==> config.mk <==
export PLATFORM = sky130hd
export DESIGN_NAME = arbitro_desplazador
export DESIGN_NICKNAME = d
export VERILOG_FILES = /design/src/rtl/arbitro_desplazador.sv
export SDC_FILE = /design/constraint.sdc
export NUM_CORES = 1
export LEC_CHECK = 0
export BUFFER_PORTS_ARGS = -buffer_cell sky130_fd_sc_hd__buf_2
export CORE_MARGIN = 3
export CORE_UTILIZATION = 40
export DETAILED_ROUTE_END_ITERATION = 10
export GPL_TIMING_DRIVEN = 0
export PLACE_DENSITY = 0.81
export SLEW_MARGIN = 15
export SYNTH_ARGS = -nofsm -noshare
export SYNTH_HDL_FRONTEND = slang
export SYNTH_SLANG_ARGS = --single-unit
==> constraint.sdc <==
create_clock -name clk -period 2.39 [get_ports clk]
set_input_delay 0 -clock clk [delete_from_list [all_inputs] [get_ports clk]]
set_output_delay 0 -clock clk [all_outputs]
set_load 0.01 [all_outputs]
==> src/rtl/arbitro_desplazador.sv <==
// Two-requester arbiter/sequencer for the shared barrel shifter.
// Latches winner operands, captures shifter result, strobes owner.
//
// Ports:
//   clk, reset        clock, sync active-low reset
//   req0/1            shift request (0 = CPU, 1 = DMA)
//   dato0/1           operand to shift
//   shamt0/1          shift amount
//   dir0/1            1 = logical right, 0 = logical left
//   gnt0/1            one-cycle grant pulse
//   valido0/1         one-cycle result strobe
//   resultado         registered result
//   ocupado           operation in flight
//   sh_dato/shamt/dir registered shifter controls
//   sh_res            combinational shifter output
module arbitro_desplazador #(
  parameter int ANCHO   = 32,
  parameter int MODO_RR = 1
) (
  input  logic             clk,
  input  logic             reset,
  input  logic             req0,
  input  logic             req1,
  input  logic [ANCHO-1:0] dato0,
  input  logic [ANCHO-1:0] dato1,
  input  logic [4:0]       shamt0,
  input  logic [4:0]       shamt1,
  input  logic             dir0,
  input  logic             dir1,
  output logic             gnt0,
  output logic             gnt1,
  output logic             valido0,
  output logic             valido1,
  output logic [ANCHO-1:0] resultado,
  output logic             ocupado,
  output logic [ANCHO-1:0] sh_dato,
  output logic [4:0]       sh_shamt,
  output logic             sh_dir,
  input  logic [ANCHO-1:0] sh_res
);

  typedef enum logic {
    IDLE = 1'b0,
    EJEC = 1'b1
  } estado_t;

  estado_t          est_q, est_d;
  logic             ptr_q, ptr_d;
  logic             own_q, own_d;
  logic             gnt0_q, gnt0_d;
  logic             gnt1_q, gnt1_d;
  logic             val0_q, val0_d;
  logic             val1_q, val1_d;
  logic [ANCHO-1:0] res_q, res_d;
  logic [ANCHO-1:0] dat_q, dat_d;
  logic [4:0]       sha_q, sha_d;
  logic             dir_q, dir_d;
  logic             win;

  // ptr holds the last-served requester; on a tie
  // round-robin picks the other one.
  always_comb begin
    win = 1'b0;
    if (req0 && req1) begin
      if (MODO_RR != 0) win = ~ptr_q;
    end else if (req1) begin
      win = 1'b1;
    end
  end

  always_comb begin
    est_d  = est_q;
    ptr_d  = ptr_q;
    own_d  = own_q;
    gnt0_d = 1'b0;
    gnt1_d = 1'b0;
    val0_d = 1'b0;
    val1_d = 1'b0;
    res_d  = res_q;
    dat_d  = dat_q;
    sha_d  = sha_q;
    dir_d  = dir_q;
    unique case (est_q)
      IDLE: begin
        if (req0 || req1) begin
          dat_d  = win ? dato1 : dato0;
          sha_d  = win ? shamt1 : shamt0;
          dir_d  = win ? dir1 : dir0;
          gnt0_d = ~win;
          gnt1_d = win;
          own_d  = win;
          ptr_d  = win;
          est_d  = EJEC;
        end
      end
      EJEC: begin
        res_d  = sh_res;
        val0_d = ~own_q;
        val1_d = own_q;
        est_d  = IDLE;
      end
      default: est_d = IDLE;
    endcase
  end

  always_ff @(posedge clk) begin
    if (!reset) begin
      est_q  <= IDLE;
      ptr_q  <= 1'b1;
      own_q  <= 1'b0;
      gnt0_q <= 1'b0;
      gnt1_q <= 1'b0;
      val0_q <= 1'b0;
      val1_q <= 1'b0;
      res_q  <= '0;
      dat_q  <= '0;
      sha_q  <= '0;
      dir_q  <= 1'b0;
    end else begin
      est_q  <= est_d;
      ptr_q  <= ptr_d;
      own_q  <= own_d;
      gnt0_q <= gnt0_d;
      gnt1_q <= gnt1_d;
      val0_q <= val0_d;
      val1_q <= val1_d;
      res_q  <= res_d;
      dat_q  <= dat_d;
      sha_q  <= sha_d;
      dir_q  <= dir_d;
    end
  end

  assign gnt0      = gnt0_q;
  assign gnt1      = gnt1_q;
  assign valido0   = val0_q;
  assign valido1   = val1_q;
  assign resultado = res_q;
  assign ocupado   = (est_q == EJEC);
  assign sh_dato   = dat_q;
  assign sh_shamt  = sha_q;
  assign sh_dir    = dir_q;

endmodule

==> metrics.txt, run 1 <==
clk buf depth=2; WL final=11800 µm; Finished Layout Cells=747; die width=93.5 µm; Cells after DPL=622; Synth cell types=21; Max Cap Viol=0; area leader, netlist=dfxtp_1; critical path data required time=2680 ps; Post-Syn Instances=338; detailed-route vias per instance=4.98; fraction of layout cells with a size suffix above 1=34.4%; Die ar.=8740 µm²; Final min period=1870 ps; first-pass GRT wire length=18300 µm; maximum number of pins on one net before global-route repair=15; Setup TNS=0 ps; Tcrit/Tclk final=78.1%; Ys Warns=0; initial DRC count=122; post-route ant nets=0; PostCTS Resize Cnt=0; CP Capture Type=register; endpoints failing setup=0; fin util=73.4%; Final Skew=8.99 ps; # IOs=187; CTS Hold Bufs=109; Max Clock Freq=0.536 GHz; CTS H-tree depth=3; Hold Path Class=in -> reg; Yosys top cell area share=50.3%; post-synth design cell area=3060 µm²; CTS tree=yes; crit start category=register; unrepaired setup endpoints after global routing=false; Overflow after GRT=0; Pwr per Cell Area=580 nW/µm²; # diodes=0; Setup Buffers After CTS=0; GPL Wtd Cong=0.777; sequential cell area fraction in the yosys report=50.3%; Rows=31; final hold slack=28.5 ps; Root Driver=clkbuf_8; total chip power=0.00312 W; Net Count, Synth=450; Avg Inst Size Synth=9.06 µm²; Die Y=93.5 µm; Worst-Margin Slew=400 ps; core area=7330 µm²; vias in the first global route=3744; top cells by area, synth=dfxtp_1 (50%), mux2i_1 (10%), nand2_1 (9.7%); Num CTS Buffers=9; peak supply drop=336 µV; clock sink total=77; per-cell routed wire length=15.8 µm; Max-slew headroom=73.3%; Tot GR Track Use=26.8%; vias=3717; area growth from synthesis to layout=75.6%; final hold violation count=0; Reg clk slew, reported paths=80 ps; Initial Util=41.8%; FF-to-FF path depth=5; Pins Over Slew Limit=0; drt pass-1 iters=5; crit path DAT=2150 ps; hold depth=2; worst-skew pair later-pin latency=340 ps; IO buf count=185; status=complete, no violations; detailed placement HPWL=6880 µm; number of synthesized register bits=77; DRC violations left=0; Final #Nets=755; critical path fanouts, max=10; antenna violations before repair=0; crit path kind=reg -> reg; leak pwr=2.62 nW
## cell families (layout without fill, tap and decap cells)
| group | Yosys count | count (layout) | synth area share (%) |
|---|---|---|---|
| buffers and inverters | 30 | 340 | 6.25 |
| AO/OA/AOI/OAI | 81 | 81 | 15.4 |
| multiplexers | 32 | 32 | 10.5 |
| AND/OR/NAND/NOR | 118 | 118 | 17.5 |
| flip-flops | 77 | 77 | 50.3 |
## metal layers
| layer | up-vias | GRT usage, % | share of wire, % |
|---|---|---|---|
| met5 | - | 0 | 0 |
| met4 | 0 | 7.57 | 1.6 |
| met3 | 18 | 8.29 | 8.5 |
| met2 | 190 | 48.3 | 50 |
| met1 | 1748 | 30.2 | 39 |
| li1 | 1761 | - | - |
## power breakdown
group,internal (W),total (W),switching (W)
logic,0.000421,0.000779,0.000358
clock network,0.000385,0.000898,0.000514
registers,0.00139,0.00144,0.0000540
## flip-flops by register name, indices dropped and copies added, names as in the netlist
name and count:
sh_shamt 5, valido0 1, gnt0 1, ptr_q 1, gnt1 1, own_q 1
ocupado 1, sh_dato 32, resultado 32, sh_dir 1, valido1 1
## metrics by stage
step                instance area (µm²)  setup slack [ps]
global placement                   4110              1160
floorplan                          3060              1270
detailed placement                 4110              1120
finish                             5380               524
global route                       5380               439
CTS                                5380               560
## area by class of cell
type | count | area (µm²)
clock buffer | 10 | 128
buffer | 29 | 188
timing repair buffer | 294 | 2020
tap | 99 | 124
multi-input combinational | 231 | 1330
sequential | 77 | 1540
clock inverter | 6 | 47.5
inverter | 1 | 3.75
fill | 497 | 1950
## synthesized netlist by cell type
| library cell | instances |
|---|---|
| nor2_1 | 2 |
| buf_6 | 5 |
| o22ai_1 | 2 |
| o21ai_1 | 6 |
| o21ai_0 | 32 |
| nor2b_1 | 33 |
| and2_1 | 2 |
| a21boi_2 | 1 |
| buf_4 | 8 |
| mux2i_1 | 32 |
| o21ba_1 | 1 |
| buf_1 | 1 |
| buf_2 | 9 |
| nand2_1 | 79 |
| dfxtp_1 | 77 |
| a21bo_1 | 1 |
| inv_1 | 1 |
| clkbuf_1 | 6 |
| and3_1 | 1 |
| a31oi_1 | 38 |
| nor3b_1 | 1 |
## worst max-delay path, cell delays in order, from the launching register on
cell	delay [ps]
dfxtp_1	400
a21bo_1	270
buf_2	280
nand2_1	110
a31oi_1	170
dlygate4sd3_1	580
## cell usage in the layout, fill, tap and decap left out, types with 2 or more instances in the layout
master         synthesis  final
clkinvlp_4             0      4
buf_4                  8      8
mux2i_1               32     32
o21ai_0               32     32
and2_1                 2      2
nor2b_1               33     33
nor2_1                 2      2
clkbuf_8               0      9
buf_2                  9    194
dfxtp_1               77     77
clkbuf_1               6      7
a31oi_1               38     38
nand2_1               79     79
dlygate4sd3_1          0    109
o22ai_1                2      2
buf_6                  5      5
o21ai_1                6      6
inv_6                  0      2
## worst paths after layout
| path | startpoint | endpoint | slack (ps) |
|---|---|---|---|
| max | ptr_q$_SDFFE_PN1P_ | sh_dato[13]$_SDFFE_PN0P_ | 520 |
| min reg2reg | own_q$_SDFFE_PN0P_ | valido0$_SDFF_PN0_ | 410 |
| max reg2reg | ptr_q$_SDFFE_PN1P_ | sh_dato[13]$_SDFFE_PN0P_ | 520 |
| min | reset | gnt1$_SDFF_PP0_ | 30 |
(Power assumes the default switching activity.)
==> run 2: changes to the inputs <==
- ABC_AREA: default -> 1
- PLACE_DENSITY: 0.81 -> 0.82
- clock period: 2.39 -> 1.7 ns (I/O delays scaled with it)
==> run 2 against run 1 <==
Effect of this change:
- critical path depth is 1 higher
- highest routed layer unchanged
- setup slack got worse by 260 ps
- largest cell class unchanged
- sequential power increased by 43%
- total power increased by 52%
- synthesized cell count is 48% higher
- via count grew 21%
==> metrics.txt, run 2 <==
Net Sw Frac=29.8% (+0.11 points); Overflow after GRT=0 (unchanged); Max Clock Freq=0.695 GHz (+30%); Worst-Margin Slew=474 ps (+74.1 ps); Place WS=382 ps (-738 ps); Max Cap Viol=0 (unchanged); crit path kind=reg -> reg; Root Driver=clkbuf_8; most frequent cell after synthesis=nand2_1; Initial Util=42.4% (+0.62 points); top_reg_cell synth=dfxtp_1; clock network fraction of total power=31.9% (+3.1 points); leak pwr=3.25 nW (+24%); sequential power share=43.3% (-2.9 points); Yosys top cell area share=45.6% (-4.7 points); CP Capture Type=register; most frequent cells in the layout=nand2_1 (220), buf_2 (194), nand3_1 (106); antenna violations before repair=0 (unchanged); maximum number of pins on one net before global-route repair=14 (-1); Bufs and invs on worst path=2 (unchanged); worst path cell trace=nand2_1 > clkbuf_1 > nand3_1 > nand3_1 > nand2_1 > inv_1; Worst Hold Path EP=sh_dato[21]$_SDFFE_PN0P_; Ys Warns=0 (unchanged); Comb power frac=24.8% (-0.2 points); DRC violations left=0 (unchanged); hold path startpoint=dato1[21]; Tot GR Track Use=28.2% (+1.4 points); Max-slew headroom=68.4% (-4.9 points); vias in the first global route=4603 (+23%); drt pass-1 iters=7 (+2); area of the multi-input gates=1460 µm² (+9.9%); crit path DAT=1720 ps (-430 ps); core area=7970 µm² (+8.7%); sequential cell area fraction in the yosys report=45.6% (-4.7 points); Setup Buffers After CTS=0 (unchanged); first-pass GRT wire length=22200 µm (+21%); detailed-route vias per instance=4.99 (+0.28%); setup ws final=261 ps (-263 ps); Post-Syn Instances=501 (+48%); Setup TNS=0 ps (unchanged); CTS H-tree depth=3 (unchanged); area leader, netlist=dfxtp_1; post-route ant nets=0 (unchanged); peak supply drop=450 µV (+34%); WL final=13700 µm (+16%); clock sink total=77 (unchanged); Worst R2R Setup Slack=260 ps (-260 ps); most common cell after layout, fill and taps aside=nand2_1; Synth async-reset ratio=0% (unchanged); IO buf count=185 (unchanged); critical path fanouts, max=10 (unchanged); Reg clk slew, reported paths=80 ps (about the same); slowest stage delay, CP=400 ps (-180 ps); unrepaired setup endpoints after global routing=false; crit start category=register; # IOs=187 (unchanged); endpoints failing setup=0 (unchanged); number of synthesized register bits=77 (unchanged); die width=97.9 µm (+4.7%); CTS tree=yes; Avg Inst Size Synth=6.74 µm² (-26%); Crit path max-delay family=simple AND/OR/NAND/NOR gates; Fill cells=603 (+21%); capture point of the worst reg-to-reg path=sh_dato[12]$_SDFFE_PN0P_; Pwr per Cell Area=845 nW/µm² (+46%); Post-synth EDFFs=0 (unchanged); Net Count, Synth=613 (+36%); initial DRC count=269 (+120%); Tcrit/Tclk final=84.7% (+6.6 points); GPL Wtd Cong=0.878 (+13%); top cells by count, synth=nand2_1 (220), nand3_1 (106), dfxtp_1 (77); worst-skew pair later-pin latency=340 ps (about the same); critical register-to-register path startpoint=ptr_q$_SDFFE_PN1P_; final hold violation count=0 (unchanged); Final min period=1440 ps (-427 ps); Placed Area=4430 µm² (+7.8%); Pins Over Slew Limit=0 (unchanged); fraction of layout cells with a size suffix above 1=27.5% (-6.9 points); Hold Path Class=in -> reg; fin util=70.6% (-2.8 points); clk buf depth=2 (unchanged); Psw=0.00142 W (+53%); per-cell routed wire length=15.2 µm (-3.7%); Die ar.=9580 µm² (+9.6%); Final Skew=6.78 ps (-2.21 ps); Num CTS Buffers=9 (unchanged); top cells by area, synth=dfxtp_1 (46%), nand2_1 (24%), nand3_1 (16%); status=complete, no violations; post-synth design cell area=3380 µm² (+10%); hold depth=5 (+3); # diodes=0 (unchanged); critical path data required time=1980 ps (-700 ps); P_int=0.00334 W (+52%); post-route cell area=5620 µm² (+4.6%); detailed placement HPWL=7950 µm (+15%); Rows=32 (+3.2%); FF-to-FF path depth=6 (+1); register area=1540 µm² (unchanged); Die Y=97.9 µm (+4.7%); Final #Nets=907 (+20%); total chip power=0.00475 W (+52%); critical path's slowest cell=clkbuf_1; area growth from synthesis to layout=66.5%; vias=4496 (+21%); Synth cell types=16 (-24%)
[run 2: worst register-to-register path, cell delays in order, from the launching register on]
cell and delay, ps:
dfxtp_1 320, nand2_1 250, clkbuf_1 410, nand3_1 150, nand3_1 140, nand2_1 60, inv_1 60
[run 2: cell families (layout without fill, tap and decap cells)]
| kind of cell | after synthesis | after routing | synth area share, % |
|---|---|---|---|
| buf+inv | 80 | 378 | 11.1 |
| simple gates | 338 | 338 | 42.1 |
| compound gates | 6 | 6 | 1.19 |
| flops | 77 | 77 | 45.6 |
[run 2: routing by layer]
metal,up-vias,wire length [µm],global-route usage [%],share of wire (%)
met1,2018,5150,31.2,37
met5,-,0,0,0
met4,0,556,12.9,4.0
met2,280,6770,50.4,49
li1,2139,-,-,-
met3,59,1260,7.43,9.2
[run 2: what timing repair did]
action	in CTS	in global routing
endpoints found under the hold margin	68	0
resized for setup	0	0
hold buffers	98	0
[run 2: through the flow]
stage | cells | hold slack, ps
floorplan | 501 | 130
global placement | 788 | 214
detailed placement | 788 | 227
CTS | 901 | 7.30
global route | 901 | 37.6
finish | 901 | 23.3
[run 2: cell type report]
| cell class | count | area share [%] |
|---|---|---|
| timing repair buffer | 283 | 33.9 |
| sequential | 77 | 27.4 |
| multi-input combinational | 344 | 26.0 |
| buffer | 36 | 3.74 |
| inverter | 44 | 2.94 |
| tap | 102 | 2.27 |
| clock buffer | 9 | 2.20 |
| clock inverter | 6 | 1.58 |
[run 2: worst max path at each step]
stage,startpoint,end,slack (ps),cells after the start
6_report,ptr_q$_SDFFE_PN1P_,sh_dato[12]$_SDFFE_PN0P_,260,6
4_1_cts,ptr_q$_SDFFE_PN1P_,sh_dato[21]$_SDFFE_PN0P_,360,8
3_3_place_gp,ptr_q$_SDFFE_PN1P_,sh_dato[21]$_SDFFE_PN0P_,400,8
3_5_place_dp,ptr_q$_SDFFE_PN1P_,sh_dato[28]$_SDFFE_PN0P_,380,8
5_1_grt,ptr_q$_SDFFE_PN1P_,sh_dato[12]$_SDFFE_PN0P_,160,6
2_1_floorplan,ocupado$_SDFF_PP0_,sh_dato[25]$_SDFFE_PN0P_,550,8
[run 2: power groups by stage]
stage          logic (W)  clock network (W)  registers (W)
3_3_place_gp    0.000930                  0        0.00209
5_1_grt          0.00130            0.00160        0.00207
2_1_floorplan   0.000460                  0        0.00217
4_1_cts          0.00113            0.00154        0.00205
3_5_place_dp    0.000954                  0        0.00209
6_report         0.00118            0.00152        0.00206
==> run 3: changes to the inputs <==
- clock period: 1.7 -> 1.25 ns (I/O delays scaled with it)
==> run 3 against run 2 <==
Effect of this change:
- combinational power up 49%
- non-clock buffer count up 12
- hold slack worse by 1.4 ps
- sequential cell count unchanged
- via count up 3.2%
- clock-buffer cell count unchanged
- cell count up 1.3%
- setup slack worse by 230 ps
- sequential share of layout area down 1.1 points
- critical path type unchanged
- largest power group unchanged
==> metrics.txt, run 3 (same netlist as run 2, synthesis figures left out) <==
status=complete, no violations; endpoints failing setup=0 (unchanged); Final Skew=7.06 ps (+0.278 ps); slowest stage delay, CP=370 ps (-30 ps); critical path fanouts, max=10 (unchanged); Setup TNS=0 ps (unchanged); area growth from synthesis to layout=74.3%; Tot GR Track Use=28.5% (+0.27 points); antenna violations before repair=0 (unchanged); # IOs=187 (unchanged); final hold violation count=0 (unchanged); unrepaired setup endpoints after global routing=true; post-route ant nets=0 (unchanged); Overflow after GRT=0 (unchanged); Reg clk slew, reported paths=80 ps (about the same); Die ar.=9580 µm² (unchanged); leak pwr=3.38 nW (+4.2%); Tcrit/Tclk final=97.5% (+13 points); Pwr per Cell Area=1130 nW/µm² (+33%); area of the multi-input gates=1530 µm² (+4.5%); register area=1550 µm² (+0.32%); vias=4640 (+3.2%); initial DRC count=254 (-5.6%); crit path DAT=1500 ps (-220 ps); Place WS=-67.8 ps (-450 ps); most frequent cells in the layout=nand2_1 (213), buf_2 (192), nand3_1 (103); detailed-route vias per instance=5.08 (+1.8%); Pins Over Slew Limit=0 (unchanged); first-pass GRT wire length=22400 µm (+0.90%); DRC violations left=0 (unchanged); per-cell routed wire length=15.7 µm (+3.1%); most common cell after layout, fill and taps aside=nand2_1; fraction of layout cells with a size suffix above 1=31.2% (+3.7 points); GPL Wtd Cong=0.878 (unchanged); peak supply drop=613 µV (+36%); critical path data required time=1530 ps (-450 ps); CTS H-tree depth=3 (unchanged); worst path cell trace=buf_6 > clkbuf_1 > nand3_1 > nand2_1; CTS tree=yes; critical path's slowest cell=dfxtp_4; final hold slack=21.9 ps (-1.39 ps); detailed placement HPWL=7950 µm (unchanged); Max-slew headroom=68.2% (-0.14 points); die width=97.9 µm (unchanged); Hold Path Class=in -> reg; Rows=32 (unchanged); Max Cap Viol=0 (unchanged); Max Clock Freq=0.821 GHz (+18%); Worst-Margin Slew=477 ps (+2.17 ps); WL final=14300 µm (+4.4%); IO buf count=185 (unchanged); Die Y=97.9 µm (unchanged); Num CTS Buffers=9 (unchanged); setup ws final=31.7 ps (-229 ps); # diodes=0 (unchanged); Final min period=1220 ps (-221 ps); clock sink total=77 (unchanged); Final #Nets=919 (+1.3%); CP Capture Type=register; drt pass-1 iters=5 (-2); clk buf depth=2 (unchanged); worst-skew pair later-pin latency=340 ps (about the same); Initial Util=42.4% (unchanged); core area=7970 µm² (unchanged); vias in the first global route=4638 (+0.76%); Root Driver=clkbuf_8; fin util=73.9% (+3.3 points); maximum number of pins on one net before global-route repair=14 (unchanged); Fill cells=566 (-6.1%); crit start category=register; crit path kind=reg -> reg
==> run 3: changes by cell type in the layout (fill, tap and decap cells not counted), moves of 3 or more <==
cell / delta
nand2_1: -7
clkbuf_2: +5
nand2_2: +4
clkbuf_1: -7
buf_8: +4
nand2_4: +3
nand3_1: -3
buf_4: +9
==> run 3: cell type report <==
class                           instances  share of cell area (%)
Sequential cell                        77                    26.3
Inverter                               44                    2.81
Tap cell                              102                    2.17
Multi-Input combinational cell        344                    25.9
Buffer                                 36                    4.21
Clock inverter                          6                    1.51
Clock buffer                            9                    2.10
Timing Repair Buffer                  295                    35.0
==> run 3: per-stage QoR <==
step	instance area, µm²	total power (W)	std cells
final	5890	0.00662	913
after global routing	5890	0.00693	913
after CTS	5660	0.00645	904
after detailed placement	4430	0.00414	788
after global placement	4430	0.00410	788
after floorplan	3380	0.00357	501
==> run 3: power by group <==
group	internal, W	switching (W)	total, W
Combinational	0.000845	0.000912	0.00176
Clock	0.00111	0.000950	0.00206
Sequential	0.00268	0.000122	0.00280
==> run 3: worst max-delay path, delay by kind of cell, from the launching register on <==
kind	cells	cell delay, ps
flip-flops	1	370
buffers and inverters	2	480
AND/OR/NAND/NOR	2	300
==> run 3: final timing paths <==
path | start | endpoint | slack (ps) | depth (start not counted)
max | ocupado$_SDFF_PP0_ | resultado[24]$_SDFFE_PN0P_ | 30 | 4
min | dato1[21] | sh_dato[21]$_SDFFE_PN0P_ | 20 | 5
max reg2reg | ocupado$_SDFF_PP0_ | resultado[24]$_SDFFE_PN0P_ | 30 | 4
min reg2reg | resultado[18]$_SDFFE_PN0P_ | resultado[18]$_SDFFE_PN0P_ | 450 | 2
==> run 3: timing repair <==
| action | in CTS | in global routing |
|---|---|---|
| buffers inserted | 2 | 7 |
| hold buffers | 98 | 0 |
| hold endpoints to repair | 68 | 0 |
| cloned | 1 | 2 |
| pin swaps | 0 | 7 |
| gates resized for setup | 2 | 49 |
| endpoints found under the setup margin | 33 | 69 |
==> run 3: metal layers <==
metal	GRT usage, %	part of all wire, %
met1	31.5	38
met2	50.9	49
met3	7.57	9.0
met4	12.9	4.4
met5	0	0
